==> src/rtl/el2_dec_ib_dbg_seq.sv <==
// Debug register-command sequencer: slots one GPR/CSR command into the decode i0 slot.
// Optional build macro EL2_DBG_CMD_TIMEOUT_EN adds a WAIT_RESP timeout with forced-fail response.
module el2_dec_ib_dbg_seq #(
  parameter int TIMEOUT_CYCLES = 255,
  parameter int CNT_W          = 8
) (
  input  logic        clk,
  input  logic        rst,
  input  logic        dbg_cmd_valid,
  input  logic        dbg_cmd_write,
  input  logic [1:0]  dbg_cmd_type,
  input  logic [31:0] dbg_cmd_addr,
  input  logic        dbg_halted,
  input  logic        dec_stall_d,
  input  logic        dec_dbg_cmd_done,
  input  logic        dec_dbg_cmd_fail,
  output logic        dbg_cmd_ready,
  output logic        dbg_busy,
  output logic        ifu_hold,
  output logic        dbg_sel_d,
  output logic        dbg_issue_d,
  output logic        dbg_fence_d,
  output logic        dbg_resp_valid,
  output logic        dbg_resp_fail
);

  typedef enum logic [2:0] {
    IDLE      = 3'd0,
    DRAIN     = 3'd1,
    ISSUE     = 3'd2,
    WAIT_RESP = 3'd3,
    RESP      = 3'd4
  } state_t;

  state_t      state_reg;
  state_t      state_next;
  logic        fail_next;
  logic        timeout_hit;
  logic        fence_cmd;
  logic        cmd_write_reg;
  logic [1:0]  cmd_type_reg;
  logic [31:0] cmd_addr_reg;
  logic        unused_addr_hi;

  // Elaborates only for an illegal timeout configuration, making it visible in the hierarchy.
  if (TIMEOUT_CYCLES < 1 || CNT_W < 1 ||
      (CNT_W < 31 && TIMEOUT_CYCLES >= (1 << CNT_W))) begin : g_bad_timeout_params
    localparam bit PARAMS_BAD = 1'b1;
  end

`ifdef EL2_DBG_CMD_TIMEOUT_EN
  logic [CNT_W-1:0] cnt_reg;

  // The counter holds TIMEOUT_CYCLES-1 in the last WAIT_RESP cycle before the forced exit.
  assign timeout_hit = (cnt_reg == CNT_W'(TIMEOUT_CYCLES - 1));

  always_ff @(posedge clk or posedge rst) begin
    if (rst) begin
      cnt_reg <= '0;
    end else if (state_reg == WAIT_RESP && state_next == WAIT_RESP) begin
      cnt_reg <= cnt_reg + 1'b1;
    end else begin
      cnt_reg <= '0;
    end
  end
`else
  assign timeout_hit = 1'b0;
`endif

  assign dbg_cmd_ready  = ~rst & dbg_cmd_valid & (state_reg == IDLE);
  assign fence_cmd      = cmd_write_reg & (cmd_type_reg == 2'd1) & (cmd_addr_reg[11:0] == 12'h7C4);
  assign unused_addr_hi = ^cmd_addr_reg[31:12];

  always_comb begin
    state_next = state_reg;
    fail_next  = 1'b0;
    case (state_reg)
      IDLE: begin
        if (dbg_cmd_valid) begin
          if (dbg_cmd_type[1]) begin
            state_next = RESP;
            fail_next  = 1'b1;
          end else begin
            state_next = DRAIN;
          end
        end
      end
      DRAIN: begin
        if (!dbg_halted) begin
          state_next = RESP;
          fail_next  = 1'b1;
        end else if (!dec_stall_d) begin
          state_next = ISSUE;
        end
      end
      ISSUE: state_next = WAIT_RESP;
      WAIT_RESP: begin
        // Completion takes priority over a timeout landing in the same cycle.
        if (dec_dbg_cmd_done) begin
          state_next = RESP;
          fail_next  = dec_dbg_cmd_fail;
        end else if (timeout_hit) begin
          state_next = RESP;
          fail_next  = 1'b1;
        end
      end
      RESP:    state_next = IDLE;
      default: state_next = IDLE;
    endcase
  end

  // Outputs are registered decodes of the state being entered, so they line up with state_reg.
  always_ff @(posedge clk or posedge rst) begin
    if (rst) begin
      state_reg      <= IDLE;
      cmd_write_reg  <= 1'b0;
      cmd_type_reg   <= 2'd0;
      cmd_addr_reg   <= 32'd0;
      dbg_busy       <= 1'b0;
      ifu_hold       <= 1'b0;
      dbg_sel_d      <= 1'b0;
      dbg_issue_d    <= 1'b0;
      dbg_fence_d    <= 1'b0;
      dbg_resp_valid <= 1'b0;
      dbg_resp_fail  <= 1'b0;
    end else begin
      state_reg <= state_next;
      if (state_reg == IDLE && dbg_cmd_valid) begin
        cmd_write_reg <= dbg_cmd_write;
        cmd_type_reg  <= dbg_cmd_type;
        cmd_addr_reg  <= dbg_cmd_addr;
      end
      dbg_busy       <= (state_next != IDLE);
      ifu_hold       <= (state_next == DRAIN) || (state_next == ISSUE) || (state_next == WAIT_RESP);
      dbg_sel_d      <= (state_next == ISSUE) || (state_next == WAIT_RESP);
      dbg_issue_d    <= (state_next == ISSUE);
      dbg_fence_d    <= (state_next == ISSUE) && fence_cmd;
      dbg_resp_valid <= (state_next == RESP);
      dbg_resp_fail  <= (state_next == RESP) && fail_next;
    end
  end

endmodule

==> config.mk <==
export PLATFORM = sky130hd
export DESIGN_NAME = el2_dec_ib_dbg_seq
export DESIGN_NICKNAME = d
export VERILOG_FILES = /design/src/rtl/el2_dec_ib_dbg_seq.sv
export SDC_FILE = /design/constraint.sdc
export NUM_CORES = 1
export LEC_CHECK = 0
export ABC_CLOCK_PERIOD_IN_PS = 1700
export CAP_MARGIN = 20
export CORE_MARGIN = 2
export CORE_UTILIZATION = 40
export DETAILED_ROUTE_END_ITERATION = 8
export HOLD_SLACK_MARGIN = 0.03
export PLACE_DENSITY = 0.89
export SLEW_MARGIN = 20
export SYNTH_ARGS = -nofsm -noshare
export SYNTH_HDL_FRONTEND = slang
export SYNTH_SLANG_ARGS = --single-unit
==> constraint.sdc <==
create_clock -name clk -period 1.7 [get_ports clk]
set_input_delay 0.34 -clock clk [delete_from_list [all_inputs] [get_ports clk]]
set_output_delay 0.34 -clock clk [all_outputs]
set_load 0.03 [all_outputs]
==> results.md, run 1 <==
* Outcome: finished, violations left
* Failing checks: setup timing
* Critical path's top delay family: simple AND/OR/NAND/NOR gates
* DIE WIDTH at 55.41 um
* Post-Place Cell Area at 1404 um^2
* Final Slew Violations at 0
* CP Launch Type: flop
* Clk pwr share at 11.0%
* Crit-path slowest cell: dfrtp_1
* CP Cell Sequence: nor4b_4 -> and2_4 -> buf_6
* Area grow syn2layout at 36.80%
* Mux contribution to synthesized area at 14.91%
* CTS tree: built
* Max reg flops at 12
* GRT Total Usage at 14.03%
* Synth Area in Compound Gates at 7.574%
* Power Density at 1601 nW/um^2
* IO buf count at 29
* Worst Tran Pin Value at 0.3399 ns
* Post-DP HPWL at 1618 um
* Post-synth EDFFs at 0
* Clock H-tree levels at 1
* Sequential power share at 43.5%
* RSZ-0062 raised after global routing: yes
* Clk slew on worst S/H paths at 0.13 ns
* Tot Pwr at 2.316 mW
* Post-synthesis xor/xnor area fraction at 0%
* Maximum clock rate at 583.3 MHz
* Yosys cell types at 27
* Register area share after synthesis at 59.17%
* Crit path capture type: output port
* Finished Layout Cells at 149
* Peak VDD IR at 0.8890 mV
* Root Buffer: clkbuf_4
* P_leak at 0.6562 nW
* Most numerous cell in the Yosys netlist: dfrtp_1
* CTS sink count at 25
* Syn Inst Count at 82
* CTS max path bufs at 2
* I/O pin count at 50
* Predominant post-synthesis flop cell: dfrtp_1
* Largest family of logic cells by synthesized area: multiplexers
* Die H at 55.41 um
* Vias in the first global route at 873
* First-pass GRT wire length at 3574 um
* Post-synth top area share at 59.17%
* Final setup violation count at 1
* Logic pwr share at 45.4%
* Syn_nets at 124
* Asr flop ratio synth at 100.0%
* WL/cell at 13.99 um
* DRT Wirelength at 2085 um
* Number of DRC markers in iteration 0 at 12
* Site row count at 18
* Placed cell count at 144
* Placeable Area at 2500 um^2
* Final antenna-violating net count at 0
* Bufs and invs on worst path at 1
* MaxCap Viol Count at 0
* Cell-internal power at 1.519 mW
* Largest net degree at the start of global routing at 26
* Sw frac at 34.41%
* Via count at 761
* Ratio of cells with drive above 1 in the final layout at 24.37%
* CTS buffer count at 3
* Worst min-delay path class: input pin to asynchronous set/reset pin
* Slew headroom at 77.03%
* Largest area contributor in the netlist: dfrtp_1
* Setup TNS at -0.01453 ns
* Initial antenna violation count at 0
* Final #Nets at 162
* Vias/cell at 5.107
* Adder-cell share of the synthesized area at 0%
* Mean Syn Cell Area at 12.89 um^2
* Flops & latches, synth at 25
* CP Class: flop to output port
* Post-route DRC at 0
* DR pass1 iterations at 4
* Congestion Overflow GR at 0
* RePlAce Congestion at 0.7680
* Clock latency at the later pin of the worst-skew pair at 0.30 ns
* Initial core utilization at 42.29%
* Hold buffers post-CTS at 0
* Mapped Area at 1057 um^2
* Top cells by count, synth: dfrtp_1, mux2_2, nand2_1
* Crit-path max FO at 2
* Synth warn at 0
* Final instance area at 1446 um^2
* Synth Area in Simple Gates at 13.96%
* Clk_skew at 0.002665 ns
* ANT cells at 0
* Fin crit share at 100.9%
* Die area at 3070 um^2
* Tmin final at 1.715 ns
* CP arrival at 1.37 ns
* Crit path largest cell delay at 0.43 ns
* Switching Power at 0.7967 mW
* WP data required at 1.36 ns
* Synth top area cells: dfrtp_1, mux2_2, nand2_1
* Slack of the critical path at -0.01453 ns
* Endpoints failing hold at 0
==> cells by family (layout without fill, tap and decap cells) <==
| group | Yosys count | in the layout |
|---|---|---|
| AND/OR/NAND/NOR | 23 | 23 |
| buffers and inverters | 8 | 45 |
| multiplexers | 14 | 14 |
| flip-flops | 25 | 25 |
| AO/OA/AOI/OAI | 12 | 12 |
==> worst paths after layout <==
kind | start | to | slack [ns] | depth (start not counted)
worst min register to register | cmd_addr_reg[10] | cmd_addr_reg[10] | 0.52 | 1
worst min-delay path | rst | cmd_addr_reg[1] | 0.40 | 3
worst max-delay path | state_reg[1] | dbg_cmd_ready | -0.01 | 3
min in group clk | cmd_addr_reg[10] | cmd_addr_reg[10] | 0.52 | 1
max in group asynchronous | rst | dbg_resp_valid | 1.07 | 3
worst max register to register | state_reg[1] | cmd_addr_reg[9] | 0.18 | 4
==> cell type report <==
class                   count  area, um^2
clock buffers               4       26.28
fillers                   204        1054
inverters                   4       15.01
multi-input cells          49       386.6
flip-flops and latches     25       625.6
well taps                  30       37.54
repair buffers             37       355.3
==> worst min-delay path: stages <==
cell	delay (ns)
clkdlybuf4s50_1	0.40
inv_1	0.07
buf_4	0.31
==> cells in the final DEF (no fill, tap or decap), drive strengths merged <==
cell	synthesis	layout
a2111o	1	1
buf	3	9
dfrtp	25	25
nor2	2	2
dlymetal6s2s	0	2
o21ai	2	2
a21oi	4	4
inv	4	4
nand2	7	7
o41ai	1	1
mux2	14	14
dlygate4sd2	0	1
o211ai	1	1
a211oi	1	1
nor2b	1	1
or3	1	1
a31oi	1	1
nor3b	1	1
clkbuf	1	4
nor4b	3	3
nand4	2	2
a21o	1	1
nand3	2	2
and2	2	2
nor4bb	1	1
clkdlybuf4s50	0	25
nor4	1	1
==> power by group through the flow <==
stage | logic, mW | registers [mW] | clock network, mW
after floorplan | 0.611 | 1.11 | 0
final | 1.05 | 1.01 | 0.256
after global placement | 0.990 | 1.01 | 0
after CTS | 1.06 | 1.01 | 0.263
after global routing | 1.14 | 1.04 | 0.279
after detailed placement | 1.04 | 1.03 | 0
==> metrics by stage <==
stage,utilization (%),hold WS (ns),setup slack [ns]
6_report,57.86,0.4012,-0.01453
5_1_grt,57.86,0.4375,-0.05615
4_1_cts,57.66,0.4068,-0.02127
3_5_place_dp,56.16,0.4952,-0.1089
3_3_place_gp,56.16,0.4825,-0.06852
2_1_floorplan,-,0.3725,0.02217
==> routing by layer <==
layer,up-vias,routed length [um],global-route usage (%)
li1,365,-,-
met1,372,882,15.93
met2,24,1074,26.36
met3,0,127,4.215
met4,0,0,1.742
met5,-,0,0
==> what timing repair did <==
action                                  in CTS  in global routing
buffers inserted                             1                  0
pin swaps                                    1                  0
resized for setup                            3                  2
cloned                                       0                  0
endpoints found under the setup margin       1                  3
Power figures use the tool's default switching activity.
==> inputs of run 2 (changes only) <==
CAP_MARGIN = not set   (was 20)
==> results of run 2 <==
Final layout, timing and power as in run 1 (identical DEF).
==> inputs of run 3 (changes only) <==
CELL_PAD_IN_SITES_DETAIL_PLACEMENT = 2   (was not set)
CELL_PAD_IN_SITES_GLOBAL_PLACEMENT = 2   (was not set)
CORE_UTILIZATION = 24   (was 40)
PLACE_DENSITY = 0.87   (was 0.89)
==> results.md, run 3 (synthesized netlist as in run 1, its figures left out) <==
* Die H at 70.37 um (was 55.41 um)
* Outcome: finished, final reports clean (was finished, violations left)
* Hold_ws at 0.4739 ns (was 0.4012 ns)
* Top sig layer: met4 (was met3)
* Final #Nets at 163 (was 162)
* Hold buffers post-CTS at 0 (unchanged)
* Met2 wire length at 1407 um (was 1074 um)
* Final Slew Violations at 0 (unchanged)
* Congestion Overflow GR at 0 (unchanged)
* R2R depth at 4 (unchanged)
* CTS sink count at 25 (unchanged)
* CTS max path bufs at 2 (unchanged)
* Largest net degree at the start of global routing at 26 (unchanged)
* Finished Layout Cells at 172 (was 149)
* Tmin final at 1.640 ns (was 1.715 ns)
* RSZ-0062 raised after global routing: yes (unchanged)
* P_leak at 0.6362 nW (was 0.6562 nW)
* Number of DRC markers in iteration 0 at 26 (was 12)
* Fin crit share at 96.46% (was 100.9%)
* CTS buffer count at 3 (unchanged)
* Placed cell count at 167 (was 144)
* Most frequent cells in the layout: clkdlybuf4s50_1, dfrtp_1, mux2_2 (was dfrtp_1, clkdlybuf4s50_1, mux2_2)
* Placeable Area at 4294 um^2 (was 2500 um^2)
* Post-DP HPWL at 2086 um (was 1618 um)
* Vias in the first global route at 901 (was 873)
* Final antenna-violating net count at 0 (unchanged)
* Ratio of cells with drive above 1 in the final layout at 25.00% (was 24.37%)
* IO buf count at 29 (unchanged)
* CTS tree: built (unchanged)
* MaxCap Viol Count at 0 (unchanged)
* Vias/cell at 4.605 (was 5.107)
* Die area at 4952 um^2 (was 3070 um^2)
* Clock H-tree levels at 1 (unchanged)
* CP arrival at 1.30 ns (was 1.37 ns)
* Initial antenna violation count at 0 (unchanged)
* RePlAce Congestion at 0.7040 (was 0.7680)
* DR pass1 iterations at 4 (unchanged)
* Peak VDD IR at 0.3871 mV (was 0.8890 mV)
* Endpoints failing hold at 0 (unchanged)
* Reg2reg setup slack at 0.12 ns (was 0.18 ns)
* CP Launch Type: flop (unchanged)
* Fillers at 452 (was 204)
* WP data required at 1.36 ns (about the same)
* R2r endpoint: cmd_addr_reg[6] (was cmd_addr_reg[9])
* R2R Path Start: state_reg[0] (was state_reg[1])
* Site row count at 24 (was 18)
* DRT Wirelength at 2676 um (was 2085 um)
* ANT cells at 0 (unchanged)
* Setup TNS at 0 ns (was -0.01453 ns)
* I/O pin count at 50 (unchanged)
* Slew headroom at 70.53% (was 77.03%)
* DIE WIDTH at 70.37 um (was 55.41 um)
* Max reg flops at 12 (unchanged)
* Post-route DRC at 0 (unchanged)
* Area grow syn2layout at 41.42% (was 36.80%)
* Clk_skew at 0.006735 ns (was 0.002665 ns)
* Worst min-delay path class: input pin to asynchronous set/reset pin (unchanged)
* CP Class: flop to output port (unchanged)
* First-pass GRT wire length at 4471 um (was 3574 um)
* Crit path capture type: output port (unchanged)
* Worst Tran Pin Value at 0.4361 ns (was 0.3399 ns)
* WL/cell at 15.56 um (was 13.99 um)
* Met3 routed WL at 120 um (was 127 um)
* Final setup violation count at 0 (was 1)
* GRT Total Usage at 11.89% (was 14.03%)
* Maximum clock rate at 609.8 MHz (was 583.3 MHz)
* Power Density at 1643 nW/um^2 (was 1601 nW/um^2)
* Clock latency at the later pin of the worst-skew pair at 0.27 ns (was 0.30 ns)
* Via count at 792 (was 761)
* Crit-path max FO at 2 (unchanged)
* Clk slew on worst S/H paths at 0.08 ns (was 0.13 ns)
* WL met1 at 1116 um (was 882 um)
* Root Buffer: clkbuf_8 (was clkbuf_4)
* Initial core utilization at 24.62% (was 42.29%)
* Most common cell after layout, fill and taps aside: clkdlybuf4s50_1
run 3: cell count changes in the layout (fill, tap and decap cells not counted):
cell             before  now
clkbuf_4              3    0
clkbuf_8              0    3
clkdlybuf4s50_1      25   27
dlymetal6s2s_1        2    0
buf_4                 8    9
run 3: area by class of cell:
| class | count | area (um^2) | area share [%] |
|---|---|---|---|
| Tap cell | 52 | 65.06 | 4.351 |
| Timing Repair Buffer | 38 | 357.8 | 23.93 |
| Multi-Input combinational cell | 49 | 386.6 | 25.86 |
| Clock buffer | 4 | 45.04 | 3.013 |
| Inverter | 4 | 15.01 | 1.004 |
| Sequential cell | 25 | 625.6 | 41.84 |
run 3: stage by stage:
step	area, um^2	setup WS, ns	power, mW	util [%]
after detailed placement	1439	-0.1350	2.119	33.51
after global routing	1495	-0.01073	2.623	34.82
after CTS	1488	0.04007	2.480	34.64
final	1495	0.06021	2.456	34.82
after floorplan	1057	0.02217	1.719	-
after global placement	1439	-0.09120	2.016	33.51
run 3: how the worst max path moves through the flow:
| stage | from | end | slack, ns | cells past startpoint |
|---|---|---|---|---|
| floorplan | state_reg[0] | dbg_cmd_ready | 0.02 | 4 |
| global placement | dbg_cmd_valid | cmd_type_reg[0] | -0.09 | 4 |
| detailed placement | dbg_cmd_valid | cmd_addr_reg[6] | -0.13 | 4 |
| CTS | state_reg[1] | dbg_cmd_ready | 0.04 | 3 |
| global route | state_reg[0] | dbg_cmd_ready | -0.01 | 3 |
| finish | state_reg[0] | dbg_cmd_ready | 0.06 | 3 |
run 3: report_power, final:
group	leakage, nW	internal, mW	switching [mW]
registers	0.307	0.873	0.146
clock network	0.0228	0.168	0.179
logic	0.307	0.562	0.528
run 3: worst max-delay path, cell delays in order (launching register included):
cell and delay [ns]:
dfrtp_1 0.41, nor4b_4 0.31, and2_4 0.19, buf_6 0.12
run 3: what timing repair did:
action,CTS,global route
resized for setup,3,0
setup buffers,0,1
pin swaps,1,2
setup endpoints to repair,1,1
run 3: routing by layer:
metal / global-route usage [%] / up-vias
met4: 4.487 / 0
met1: 14.01 / 406
met3: 2.886 / 2
li1: - / 366
met2: 20.75 / 18
met5: 0 / -
